File: config.mk
export PLATFORM = sky130hd
export DESIGN_NAME = pulse_width_tracer_flat
export DESIGN_NICKNAME = d
export VERILOG_FILES = /design/src/rtl/pulse_width_tracer_if.sv /design/src/rtl/pulse_width_tracer.sv /design/src/flat_wrapper.sv
export SDC_FILE = /design/constraint.sdc
export NUM_CORES = 1
export LEC_CHECK = 0
export CORE_MARGIN = 2
export CORE_UTILIZATION = 35
export DETAILED_ROUTE_END_ITERATION = 12
export SLEW_MARGIN = 30
export SYNTH_ARGS = -nofsm -noshare
export SYNTH_HDL_FRONTEND = slang
export SYNTH_SLANG_ARGS = --single-unit
export TNS_END_PERCENT = 50
File: constraint.sdc
create_clock -name clk -period 1.46 [get_ports clk]
set_input_delay 0.219 -clock clk [delete_from_list [all_inputs] [get_ports clk]]
set_output_delay 0.219 -clock clk [all_outputs]
set_load 0.03 [all_outputs]
File: src/rtl/pulse_width_tracer_if.sv
// Signal bundle between a pulse_width_tracer and the logic driving its strobe
// inputs and consuming its per-channel classification results.
interface pulse_width_tracer_if #(
  parameter int CHANNELS = 4,
  parameter int CNT_W    = 1
);
  logic                      en;
  logic [CHANNELS-1:0]       noisy_in;
  logic [CHANNELS-1:0]       pulse_detected;
  logic [CHANNELS-1:0]       pulse_rejected;
  logic [CHANNELS*CNT_W-1:0] pulse_width;

  modport master (
    output en, noisy_in,
    input  pulse_detected, pulse_rejected, pulse_width
  );

  modport slave (
    input  en, noisy_in,
    output pulse_detected, pulse_rejected, pulse_width
  );
endinterface

File: src/rtl/pulse_width_tracer.sv
// Per-channel high-run classifier: each completed run is reported as accepted
// (with its width) or rejected against the window [MIN_WIDTH, MAX_WIDTH].
module pulse_width_tracer #(
  parameter int CHANNELS  = 4,
  parameter int MIN_WIDTH = 1,
  parameter int MAX_WIDTH = 1
) (
  input  logic                 clk,
  input  logic                 rst,
  pulse_width_tracer_if.slave  bus
);
  localparam int CNT_W = $clog2(MAX_WIDTH + 1);
  localparam logic [CNT_W-1:0] MIN_C = CNT_W'(MIN_WIDTH);
  localparam logic [CNT_W-1:0] MAX_C = CNT_W'(MAX_WIDTH);

  typedef enum logic [1:0] {ARM, IDLE, HIGH, LONG} state_t;

  function automatic logic [CNT_W-1:0] sat_inc(input logic [CNT_W-1:0] c);
    return (c == MAX_C) ? c : c + CNT_W'(1);
  endfunction

  state_t                    state_p0 [CHANNELS];
  state_t                    state_d  [CHANNELS];
  logic [CNT_W-1:0]          cnt_p0   [CHANNELS];
  logic [CNT_W-1:0]          cnt_d    [CHANNELS];
  logic [CHANNELS-1:0]       det_p1, det_d;
  logic [CHANNELS-1:0]       rej_p1, rej_d;
  logic [CHANNELS*CNT_W-1:0] wid_p1, wid_d;

  // Stage 0: per-channel FSM and run counter, sampling noisy_in directly
  always_comb begin
    det_d = '0;
    rej_d = '0;
    wid_d = wid_p1;
    for (int i = 0; i < CHANNELS; i++) begin
      state_d[i] = state_p0[i];
      cnt_d[i]   = cnt_p0[i];
      if (!bus.en) begin
        state_d[i] = ARM;
        cnt_d[i]   = '0;
      end else begin
        unique case (state_p0[i])
          ARM: begin
            if (!bus.noisy_in[i]) state_d[i] = IDLE;
          end
          IDLE: begin
            if (bus.noisy_in[i]) begin
              state_d[i] = HIGH;
              cnt_d[i]   = CNT_W'(1);
            end
          end
          HIGH: begin
            if (bus.noisy_in[i]) begin
              // At the ceiling the counter holds and the run is already too long
              if (cnt_p0[i] == MAX_C) state_d[i] = LONG;
              else                    cnt_d[i]   = sat_inc(cnt_p0[i]);
            end else begin
              state_d[i] = IDLE;
              if (cnt_p0[i] >= MIN_C) begin
                det_d[i]                  = 1'b1;
                wid_d[i*CNT_W +: CNT_W]   = cnt_p0[i];
              end else begin
                rej_d[i] = 1'b1;
              end
            end
          end
          LONG: begin
            if (!bus.noisy_in[i]) begin
              state_d[i] = IDLE;
              rej_d[i]   = 1'b1;
            end
          end
          default: state_d[i] = ARM;
        endcase
      end
    end
  end

  // Stage 1: registered strobes and accepted widths
  always_ff @(posedge clk) begin
    if (rst) begin
      for (int i = 0; i < CHANNELS; i++) begin
        state_p0[i] <= ARM;
        cnt_p0[i]   <= '0;
      end
      det_p1 <= '0;
      rej_p1 <= '0;
      wid_p1 <= '0;
    end else begin
      for (int i = 0; i < CHANNELS; i++) begin
        state_p0[i] <= state_d[i];
        cnt_p0[i]   <= cnt_d[i];
      end
      det_p1 <= det_d;
      rej_p1 <= rej_d;
      wid_p1 <= wid_d;
    end
  end

  assign bus.pulse_detected = det_p1;
  assign bus.pulse_rejected = rej_p1;
  assign bus.pulse_width    = wid_p1;
endmodule

File: src/flat_wrapper.sv
// flat-port wrapper written by rule: the top's interface ports become plain ports
module pulse_width_tracer_flat 
#(
  parameter int CHANNELS  = 4,
  parameter int MIN_WIDTH = 1,
  parameter int MAX_WIDTH = 1
)
  (clk, rst, bus_en, bus_noisy_in, bus_pulse_detected, bus_pulse_rejected, bus_pulse_width);
  pulse_width_tracer_if #(.CHANNELS(CHANNELS)) bus_i ();
  input  logic clk;
  input  logic rst;
  input wire logic [$bits(bus_i.en)-1:0] bus_en;
  input wire logic [$bits(bus_i.noisy_in)-1:0] bus_noisy_in;
  output wire logic [$bits(bus_i.pulse_detected)-1:0] bus_pulse_detected;
  output wire logic [$bits(bus_i.pulse_rejected)-1:0] bus_pulse_rejected;
  output wire logic [$bits(bus_i.pulse_width)-1:0] bus_pulse_width;
  assign bus_i.en = bus_en;
  assign bus_i.noisy_in = bus_noisy_in;
  assign bus_pulse_detected = bus_i.pulse_detected;
  assign bus_pulse_rejected = bus_i.pulse_rejected;
  assign bus_pulse_width = bus_i.pulse_width;
  pulse_width_tracer #(.CHANNELS(CHANNELS), .MIN_WIDTH(MIN_WIDTH), .MAX_WIDTH(MAX_WIDTH)) u_core (.clk(clk), .rst(rst), .bus(bus_i));
endmodule
# After elaboration in Yosys (flattened, before gate mapping)
# Memory sizes are Yosys's and may differ from the RTL's.
# Cells that the tools add are included.
# word_totals
ff_bits,12
ramBits,12
output_inout_bits,12
wordCells,140
memories,2
# memory_table
name,depth,width,rd,rd_ports_with_merged_regs,wr,line,text
u_core.state_p0,4,2,4,0,4,pulse_width_tracer.sv:22,state_t state_p0 [CHANNELS];
u_core.cnt_p0,4,1,4,0,4,pulse_width_tracer.sv:24,logic [CNT_W-1:0] cnt_p0 [CHANNELS];
# classes
addsub,4
n_lt_le_gt_ge,4
n_eq_ne,12
muxes,75
n_bitwise,17
n_reduce_logical,17
# ops
cell,n
2-to-1 mux 2 bit,24
2-to-1 mux 1 bit,39
one-hot mux 2 bit (3 select lines),4
"equality test 2 bit, second input constant",8
one-hot mux 1 bit (2 select lines),8
AND reduction 4 bit,4
OR reduction 4 bit,4
OR reduction 2 bit,5
NOT 1 bit,9
"equality test 2 x 1 -> 1 bit, second input constant",4
logical NOT 2 bit,4
OR 1 bit,8
"adder 1 bit, second input constant",4
">= comparator 1 bit, second input constant",4

# Depth between registers and ports, before layout
# Gate-level depths: netlist of run 1.
# depth
ltp_word,6
depth_mapped,5

# Worst setup path after synthesis of run 1
# OpenSTA, ideal clock, no wires.
# synth_path
kind,register -> register
from,mem u_core.state_p0[3][0] (netlist bit)
to,mem u_core.state_p0[3][0] (netlist bit)
setup_time_ns,0.121
arrival_time_ns,1.330
path_slack_ns,0.010
path_stages_with_launch,6
n_path_buf,0
cell_sequence,dfxtp_1 inv_1 ha_1 nand2b_1 o22ai_2 mux2_2
# synth_lines
element,line
"start, declared",pulse_width_tracer.sv:22

==> results.py, run 1 <==
metrics = {
    "outcome": {
        "outcome": "finished clean",
    },
    "clocking": {
        "clock_sinks": 24,
        "clk-insertion-delay-late_ps": 300,
        "root_buffer": "clkbuf_4",
        "htreeDepth": 1,
        "cts.path.max_buffers": 2,
        "clkTransAtPathRegs_ps": 130,
        "cts_buffers": 3,
        "cts_tree": "yes",
        "cts_setup_buffers": 0,
    },
    "power_and_ir_drop": {
        "swShare_pct": 26.60,
        "power_frac_clock_pct": 22.5,
        "seqPwrFrac_pct": 53.5,
        "cell_internal_pwr_mw": 0.9410,
        "comb_power_share_pct": 24.0,
        "power_switching_mw": 0.3410,
        "power-per-cell-area_nw_per_um2": 720.5,
        "leakage_nw": 0.8233,
        "vdd_drop_max_mv": 0.3258,
    },
    "route": {
        "routed_wl_mm": 2.652,
        "viasPerCell": 4.675,
        "drt-wirelength-per-cell_um": 11.63,
        "detailedRoute.firstIterationViolations": 39,
        "vias": 1066,
        "dr.pass1.iters": 4,
        "ant_nets": 0,
        "drc": 0,
    },
    "critical_path": {
        "required_ps": 1670,
        "crit_start": "u_core.state_p0[0][0]$_SDFFE_PP0P_",
        "cp-start-kind": "flip-flop",
        "path_buf_inv": 1,
        "slowest_stage": "dfxtp_1",
        "reg2reg_from": "u_core.state_p0[0][0]$_SDFFE_PP0P_",
        "path_delay_family": "flip-flops",
        "worst_setup_path_end_kind": "flip-flop",
        "worstPathMaxFanout": 3,
        "path_cells": "inv_1 > ha_4 > nor2b_4 > o2bb2ai_2 > mux2_4",
        "crit_type": "reg2reg",
        "cpPeakStageDelay_ps": 360,
        "cp.arrival_ps": 1590,
    },
    "synthesis": {
        "ys.flop_type": "dfxtp_1",
        "ys_types": 23,
        "synth_edf_count": 0,
        "ys_ff_latch": 24,
        "seq_area_frac_synth_pct": 38.25,
        "synth-async-reset-ratio_pct": 0,
        "syn_avg_cell_area_sq_um": 9.375,
        "syn_area_sq_um": 1256,
        "synthCells": 134,
        "synth.yosys.warnings": 0,
        "post-synth-top-count-cell": "dfxtp_1",
        "yosysTopAreaCell": "dfxtp_1",
        "synth_fp_nets": 157,
        "synth_top_area_share_pct": 38.25,
        "synth_top_cells_by_count": "dfxtp_1 (24), nor2_1 (20), ha_1 (16), inv_1 (16), nor3_1 (10)",
        "yosys-top-cells-area": "dfxtp_1 (38%), ha_1 (16%), nor2_1 (6.0%)",
    },
    "timing": {
        "tightest_slew_ps": 317.4,
        "finClkSkew_ps": 0.8946,
        "hold_violations": 0,
        "period_share_pct": 94.71,
        "setup_viol": 0,
        "max_freq_mhz": 723.2,
        "grt_setup_unrepaired": "false",
        "relSlewSlack_pct": 78.93,
        "slew_viol_final": 0,
        "setup_slack_ps": 77.21,
        "hold_slack_ps": 474.1,
        "fin_crit_ps": 1383,
    },
    "cells_and_area": {
        "synthToLayoutAreaGrowth_pct": 41.63,
        "final_cells": 228,
        "nNetsFinal": 207,
        "nFillCells": 304,
        "drive_gt1_share_pct": 30.22,
        "final_core_util_pct": 52.49,
        "n_antenna_cell": 0,
    },
    "floorplanning": {
        "start_util_pct": 37.06,
        "die_y_um": 63.91,
        "core_area_sq_um": 3390,
        "rows": 21,
        "die_area_sq_um": 4084,
        "die_x_um": 63.91,
        "io_pins": 19,
    },
    "placement": {
        "port_buffers": 18,
        "hpwl_mm": 1.994,
        "dpl.cell_count": 225,
        "post-place-ws_ps": -18.90,
        "gp_congestion": 0.8800,
    },
    "grt": {
        "grt_use_total_pct": 13.69,
        "antenna_found_initial": 0,
        "first_global_vias": 1079,
        "grt_max_degree": 13,
        "gr-total-overflow": 0,
        "grt_pass1_wl_mm": 4.443,
    },
    "run": {
        "max-cap-violations": 0,
    },
    "worst_hold_path": {
        "hp-class": "reg2reg",
        "hold_path_startpoint": "u_core.cnt_p0[3]$_SDFF_PP0_",
    },
}
-- power groups by stage --
stage          sequential [mW]  clock [mW]  combinational, mW
5_1_grt                  0.688       0.319              0.337
3_5_place_dp             0.696           0              0.272
6_report                 0.685       0.289              0.308
3_3_place_gp             0.696           0              0.266
4_1_cts                  0.683       0.302              0.282
2_1_floorplan            0.700           0              0.141
-- kinds of logic (layout without fill, tap and decap cells) --
family                     count (synthesis)  after routing  share of synthesized area (%)
AOI/OAI and AO/OA                         22             22                          14.74
adders and majority gates                 16             16                          15.94
muxes                                      6              6                          5.777
and+or+nand+nor                           48             48                          19.22
buffers and inverters                     18             66                          6.075
DFF                                       24             24                          38.25
-- worst paths after layout --
path	slack (ps)	cells after the start	to
setup / recovery	80	5	u_core.state_p0[0][0]$_SDFFE_PP0P_
hold / removal	470	2	u_core.bus.pulse_detected[3]$_SDFF_PP0_
setup reg to reg	80	5	u_core.state_p0[0][0]$_SDFFE_PP0P_
hold reg to reg	470	2	u_core.bus.pulse_detected[3]$_SDFF_PP0_
-- layer usage --
layer	global-route usage (%)	routed length, um
met4	5.707	25
met3	2.641	73
met5	0	0
met1	15.67	1220
met2	24.61	1332
-- sequential cells by signal, summed over array words and instances, names as in the netlist --
signal                     cells
u_core.state_p0                8
u_core.bus.pulse_detected      4
u_core.bus.pulse_rejected      4
u_core.bus.pulse_width         4
u_core.cnt_p0                  4
-- area by class of cell --
type                            instances  area (sq um)  area share [%]
Multi-Input combinational cell         92         772.0           43.39
Sequential cell                        24         484.2           27.22
Tap cell                               46         57.56           3.235
Timing Repair Buffer                   47         382.9           21.52
Clock buffer                            3         22.52           1.266
Inverter                               16         60.06           3.376
-- worst min-delay path, stage by stage (launching register included) --
cell	delay (ps)
dfxtp_1	350
nand2_1	60
nor3_1	40
-- per-stage QoR --
step           TNS, ps  total power [mW]  instance area, sq um
3_5_place_dp    -46.63            0.9674                  1695
3_3_place_gp    -17.90            0.9610                  1695
6_report             0             1.282                  1779
5_1_grt              0             1.344                  1779
2_1_floorplan        0            0.8413                  1256
4_1_cts         -47.19             1.267                  1730
-- what timing repair did --
action                                  4_1_cts  5_1_grt
hold buffers                                  0        0
endpoints found under the setup margin       16        3
pin swaps                                     0        2
hold endpoints to repair                      0        0
resized for setup                            16        8
-- cells in the final DEF, fill, tap and decap left out, drive strengths merged --
cell,netlist,layout
clkbuf,0,3
a41oi,4,4
o21ai,2,2
clkdlybuf4s50,0,6
buf,2,29
o32ai,2,2
a211oi,2,2
inv,16,16
o221a,2,2
a21oi,6,6
mux2i,2,2
nand2,6,6
dfxtp,24,24
and2b,3,3
nor3,10,10
o2bb2ai,2,2
nor2,20,20
mux2,4,4
nor2b,2,2
nand2b,5,5
and2,2,2
o22ai,2,2
dlygate4sd2,0,12
ha,16,16
No activity file was read; power rests on OpenSTA's default activity.
==> run 2: changes to the inputs <==
--- a/config.mk
+++ b/config.mk
@@ -5,6 +5,7 @@
 export SDC_FILE = /design/constraint.sdc
 export NUM_CORES = 1
 export LEC_CHECK = 0
+export CORE_ASPECT_RATIO = 0.9
 export CORE_MARGIN = 2
 export CORE_UTILIZATION = 35
 export DETAILED_ROUTE_END_ITERATION = 12
==> constraint.sdc (replaced) <==
create_clock -name clk -period 1.6 [get_ports clk]
set_input_delay 0.24 -clock clk [delete_from_list [all_inputs] [get_ports clk]]
set_output_delay 0.24 -clock clk [all_outputs]
set_load 0.03 [all_outputs]
==> run 2 against run 1 <==
First-iteration DRC count rose by 41%; setup slack got worse by 3.6 ps; critical endpoint is now bus_pulse_width[1]; via count fell by 8.3%; total power fell by 7.4%; final area fell by 9.1%; register-to-register slack barely moved; flip-flop and latch count did not move; critical path type is now reg2out; clock skew barely moved; clock-buffer cell count did not move; die area barely moved.
==> results.py, run 2 (synthesized netlist as in run 1, its figures left out) <==
metrics = {
    "outcome": {
        "outcome": "finished clean",
    },
    "worst_hold_path": {
        "hp-class": "reg2reg",
        "holdPathStages": 2,
        "hold_path_startpoint": "u_core.cnt_p0[3]$_SDFF_PP0_",
        "min_delay_worst_endpoint": "u_core.bus.pulse_detected[3]$_SDFF_PP0_",
    },
    "cells_and_area": {
        "top_register": "u_core.state_p0",
        "final_common_cell": "dfxtp_1",
        "final_cells": 206,
        "nNetsFinal": 187,
        "final_core_util_pct": 47.50,
        "finalInstanceArea_sq_um": 1617,
        "synthToLayoutAreaGrowth_pct": 28.69,
        "largest_reg_flops": 8,
        "drive_gt1_share_pct": 18.52,
        "final_cell_mix": "dfxtp_1 (22), nor2_1 (20), clkdlybuf4s50_1 (18)",
        "n_antenna_cell": 0,
    },
    "grt": {
        "grt_use_total_pct": 13.15,
        "grt_pass1_wl_mm": 4.064,
        "antenna_found_initial": 0,
        "grt_max_degree": 13,
        "gr-total-overflow": 0,
        "first_global_vias": 933,
    },
    "critical_path": {
        "path_cells": "clkdlybuf4s50_1",
        "required_ps": 1360,
        "ff2ff_path_depth": 5,
        "cp-start-kind": "flip-flop",
        "r2r-end": "u_core.state_p0[2][0]$_SDFFE_PP0P_",
        "reg2reg_from": "u_core.state_p0[2][0]$_SDFFE_PP0P_",
        "rrSetupSlack_ps": 90,
        "crit_type": "reg2out",
        "path_buf_inv": 1,
        "worst_setup_path_end_kind": "primary output",
        "cp.arrival_ps": 1290,
        "worstPathMaxFanout": 2,
        "slowest_stage": "clkdlybuf4s50_1",
        "cpPeakStageDelay_ps": 680,
        "path_delay_family": "buffers and inverters",
    },
    "timing": {
        "setup_viol": 0,
        "grt_setup_unrepaired": "true",
        "relSlewSlack_pct": 79.30,
        "tightest_slew_ps": 309.5,
        "period_share_pct": 95.40,
        "slew_viol_final": 0,
        "hold_violations": 0,
        "fin_crit_ps": 1526,
        "finClkSkew_ps": 0.9713,
        "max_freq_mhz": 655.1,
    },
    "clocking": {
        "clkTransAtPathRegs_ps": 80,
        "htreeDepth": 1,
        "cts-hold-fix-buffers": 0,
        "cts_tree": "yes",
        "cts.path.max_buffers": 2,
        "root_buffer": "clkbuf_8",
        "clk-insertion-delay-late_ps": 260,
        "cts_resized": 0,
        "clock_sinks": 24,
        "cts_setup_buffers": 0,
        "cts_buffers": 3,
    },
    "route": {
        "viasPerCell": 4.748,
        "detailedRoute.firstIterationViolations": 55,
        "drc": 0,
        "vias": 978,
        "drt-wirelength-per-cell_um": 11.34,
        "ant_nets": 0,
        "routed_wl_mm": 2.336,
        "dr.pass1.iters": 4,
    },
    "run": {
        "max-cap-violations": 0,
    },
    "floorplanning": {
        "die_area_sq_um": 4085,
        "die_x_um": 67.15,
        "io_pins": 19,
        "rows": 20,
        "start_util_pct": 36.91,
        "core_area_sq_um": 3403,
        "die_y_um": 60.84,
    },
    "power_and_ir_drop": {
        "leakage_nw": 0.6543,
        "vdd_drop_max_mv": 0.4439,
        "power-per-cell-area_nw_per_um2": 734.1,
        "power.total_mw": 1.187,
    },
    "placement": {
        "port_buffers": 18,
        "gp_congestion": 0.8351,
        "dpl.cell_count": 203,
        "postPlaceCellArea_sq_um": 1543,
        "hpwl_mm": 1.764,
    },
}
run 2: per-layer routing:
metal	part of all wire (%)	track usage (%)
met5	0	0
met2	48	21.64
met1	48	16.95
met3	3.9	3.896
met4	0.77	3.499
run 2: worst max-delay path by stage:
stage	from	to	slack (ps)	cells past startpoint
3_5_place_dp	u_core.state_p0[3][0]$_SDFFE_PP0P_	u_core.state_p0[3][0]$_SDFFE_PP0P_	40	5
3_3_place_gp	u_core.state_p0[0][0]$_SDFFE_PP0P_	u_core.state_p0[0][0]$_SDFFE_PP0P_	90	5
4_1_cts	u_core.state_p0[3][0]$_SDFFE_PP0P_	u_core.state_p0[3][0]$_SDFFE_PP0P_	20	5
5_1_grt	u_core.state_p0[2][0]$_SDFFE_PP0P_	u_core.state_p0[2][0]$_SDFFE_PP0P_	-8	5
2_1_floorplan	u_core.state_p0[3][0]$_SDFFE_PP0P_	u_core.state_p0[3][0]$_SDFFE_PP0P_	150	5
6_report	u_core.bus.pulse_width[1]$_SDFFE_PP0P_	bus_pulse_width[1]	70	1
run 2: report_power, final:
part / switching, mW / internal [mW]
combinational: 0.100 / 0.106
clock: 0.183 / 0.168
sequential: 0.0160 / 0.613
run 2: worst min-delay path: cells and delay by family (launching register included):
kind | cells | cell delay (ps)
and+or+nand+nor | 2 | 100
DFF | 1 | 340
run 2: final cells by class:
class,count,area [sq um]
Timing Repair Buffer,27,247.7
Multi-Input combinational cell,92,729.5
Tap cell,44,55.05
Clock buffer,3,41.29
Sequential cell,24,483.0
Fill cell,346,1787
Inverter,16,60.06
run 2: metrics by stage:
stage	worst slack, ps	setup TNS, ps	hold slack (ps)
after global placement	94.56	0	459.3
after detailed placement	42.17	0	459.3
after CTS	19.02	0	472.1
after global routing	-8.454	-8.454	515.0
final	73.57	0	476.2
after floorplan	149.5	0	312.4
==> run 3: changes to the inputs <==
--- a/config.mk
+++ b/config.mk
@@ -9,6 +9,7 @@
 export CORE_MARGIN = 2
 export CORE_UTILIZATION = 35
 export DETAILED_ROUTE_END_ITERATION = 12
+export SKIP_LAST_GASP = 1
 export SLEW_MARGIN = 30
 export SYNTH_ARGS = -nofsm -noshare
 export SYNTH_HDL_FRONTEND = slang
==> run 3 against run 2 <==
Final cell count did not move; sequential power hardly changed; flip-flop and latch count unchanged; critical path type is now reg2reg; fmax decreased by 0.76%; via count fell by 0.51%; worst hold slack got worse by 0.58 ps; non-clock buffer count unchanged; combinational power about the same.
==> results.py, run 3 (synthesized netlist as in run 1, its figures left out) <==
metrics = {
    "clocking": {
        "clock_sinks": 24,
        "clkTransAtPathRegs_ps": 80,
        "cts.path.max_buffers": 2,
        "root_buffer": "clkbuf_8",
        "htreeDepth": 1,
        "cts_tree": "yes",
        "cts_buffers": 3,
        "clk-insertion-delay-late_ps": 260,
        "cts-hold-fix-buffers": 0,
    },
    "timing": {
        "hold_violations": 0,
        "setup_tns_ps": 0,
        "max_freq_mhz": 650.1,
        "tightest_slew_ps": 309.5,
        "finClkSkew_ps": 0.9715,
        "setup_slack_ps": 61.85,
        "fin_crit_ps": 1538,
        "period_share_pct": 96.13,
        "slew_viol_final": 0,
        "relSlewSlack_pct": 79.30,
        "setup_viol": 0,
        "grt_setup_unrepaired": "true",
    },
    "cells_and_area": {
        "nFillCells": 347,
        "synthToLayoutAreaGrowth_pct": 28.49,
        "final_common_cell": "dfxtp_1",
        "multi_input_area_sq_um": 726.9,
        "drive_gt1_share_pct": 17.90,
        "final_core_util_pct": 47.43,
        "largest_reg_flops": 8,
        "top_register": "u_core.state_p0",
        "regArea_sq_um": 483.0,
        "nNetsFinal": 187,
        "n_antenna_cell": 0,
        "final_cell_mix": "dfxtp_1 (22), nor2_1 (20), clkdlybuf4s50_1 (18)",
    },
    "route": {
        "vias": 973,
        "drt-wirelength-per-cell_um": 11.29,
        "routed_wl_mm": 2.325,
        "dr.pass1.iters": 4,
        "ant_nets": 0,
        "drc": 0,
        "detailedRoute.firstIterationViolations": 57,
        "viasPerCell": 4.723,
    },
    "worst_hold_path": {
        "hp-class": "reg2reg",
        "hold_path_startpoint": "u_core.cnt_p0[3]$_SDFF_PP0_",
        "holdPathStages": 2,
    },
    "run": {
        "max-cap-violations": 0,
    },
    "placement": {
        "post-place-ws_ps": 42.17,
        "hpwl_mm": 1.764,
        "gp_congestion": 0.8351,
        "port_buffers": 18,
    },
    "floorplanning": {
        "start_util_pct": 36.91,
        "die_x_um": 67.15,
        "io_pins": 19,
        "core_area_sq_um": 3403,
        "die_area_sq_um": 4085,
        "die_y_um": 60.84,
        "rows": 20,
    },
    "critical_path": {
        "worstPathMaxFanout": 4,
        "crit_type": "reg2reg",
        "required_ps": 1750,
        "cp.arrival_ps": 1690,
        "cp-start-kind": "flip-flop",
        "crit_start": "u_core.state_p0[0][0]$_SDFFE_PP0P_",
        "reg2reg_from": "u_core.state_p0[0][0]$_SDFFE_PP0P_",
        "worst_setup_path_end_kind": "flip-flop",
        "ff2ff_path_depth": 5,
    },
    "grt": {
        "first_global_vias": 933,
        "grt_use_total_pct": 13.15,
        "gr-total-overflow": 0,
        "antenna_found_initial": 0,
        "grt_pass1_wl_mm": 4.064,
        "grt_max_degree": 13,
    },
    "power_and_ir_drop": {
        "power-per-cell-area_nw_per_um2": 734.7,
        "vdd_drop_max_mv": 0.4440,
        "leakage_nw": 0.6557,
    },
    "outcome": {
        "outcome": "finished clean",
    },
}
run 3: cell type report:
type	instances	share of cell area (%)
multi-input combinational	92	45.04
sequential	24	29.92
timing repair buffer	27	15.35
inverter	16	3.721
tap	44	3.411
clock buffer	3	2.558
run 3: layer usage:
metal | part of all wire, % | track usage, % | vias up
li1 | - | - | 506
met1 | 49 | 16.95 | 448
met2 | 47 | 21.64 | 14
met3 | 3.9 | 3.896 | 5
met4 | 0.77 | 3.499 | 0
met5 | 0 | 0 | -
run 3: what timing repair did:
item / 4_1_cts / 5_1_grt
gates resized for setup: 0 / 5
setup endpoints to repair: 0 / 4
setup buffers: 0 / 0
run 3: power by group:
part           leakage, nW  internal (mW)  total (mW)  switching, mW
Combinational        0.439          0.105       0.205          0.100
Clock               0.0216          0.168       0.352          0.183
Sequential           0.195          0.613       0.629         0.0160
run 3: worst paths after layout:
| check | slack [ps] | to |
|---|---|---|
| setup / recovery | 60 | u_core.state_p0[0][0]$_SDFFE_PP0P_ |
| hold / removal | 480 | u_core.bus.pulse_detected[3]$_SDFF_PP0_ |
| setup reg to reg | 60 | u_core.state_p0[0][0]$_SDFFE_PP0P_ |
| hold reg to reg | 480 | u_core.bus.pulse_detected[3]$_SDFF_PP0_ |
run 3: through the flow:
| stage | power, mW | hold slack (ps) | std cells | instance area (sq um) |
|---|---|---|---|---|
| detailed placement | 0.8338 | 459.3 | 203 | 1543 |
| finish | 1.186 | 475.7 | 206 | 1614 |
| floorplan | 0.7677 | 312.4 | 134 | 1256 |
| global route | 1.252 | 515.0 | 206 | 1614 |
| global placement | 0.8274 | 459.3 | 203 | 1543 |
| CTS | 1.189 | 472.1 | 206 | 1584 |
run 3: critical path: stages, from the launching register on:
cell and delay (ps):
dfxtp_1 360, inv_1 90, ha_1 370, nor2b_4 140
o2bb2ai_2 150, mux2_4 320
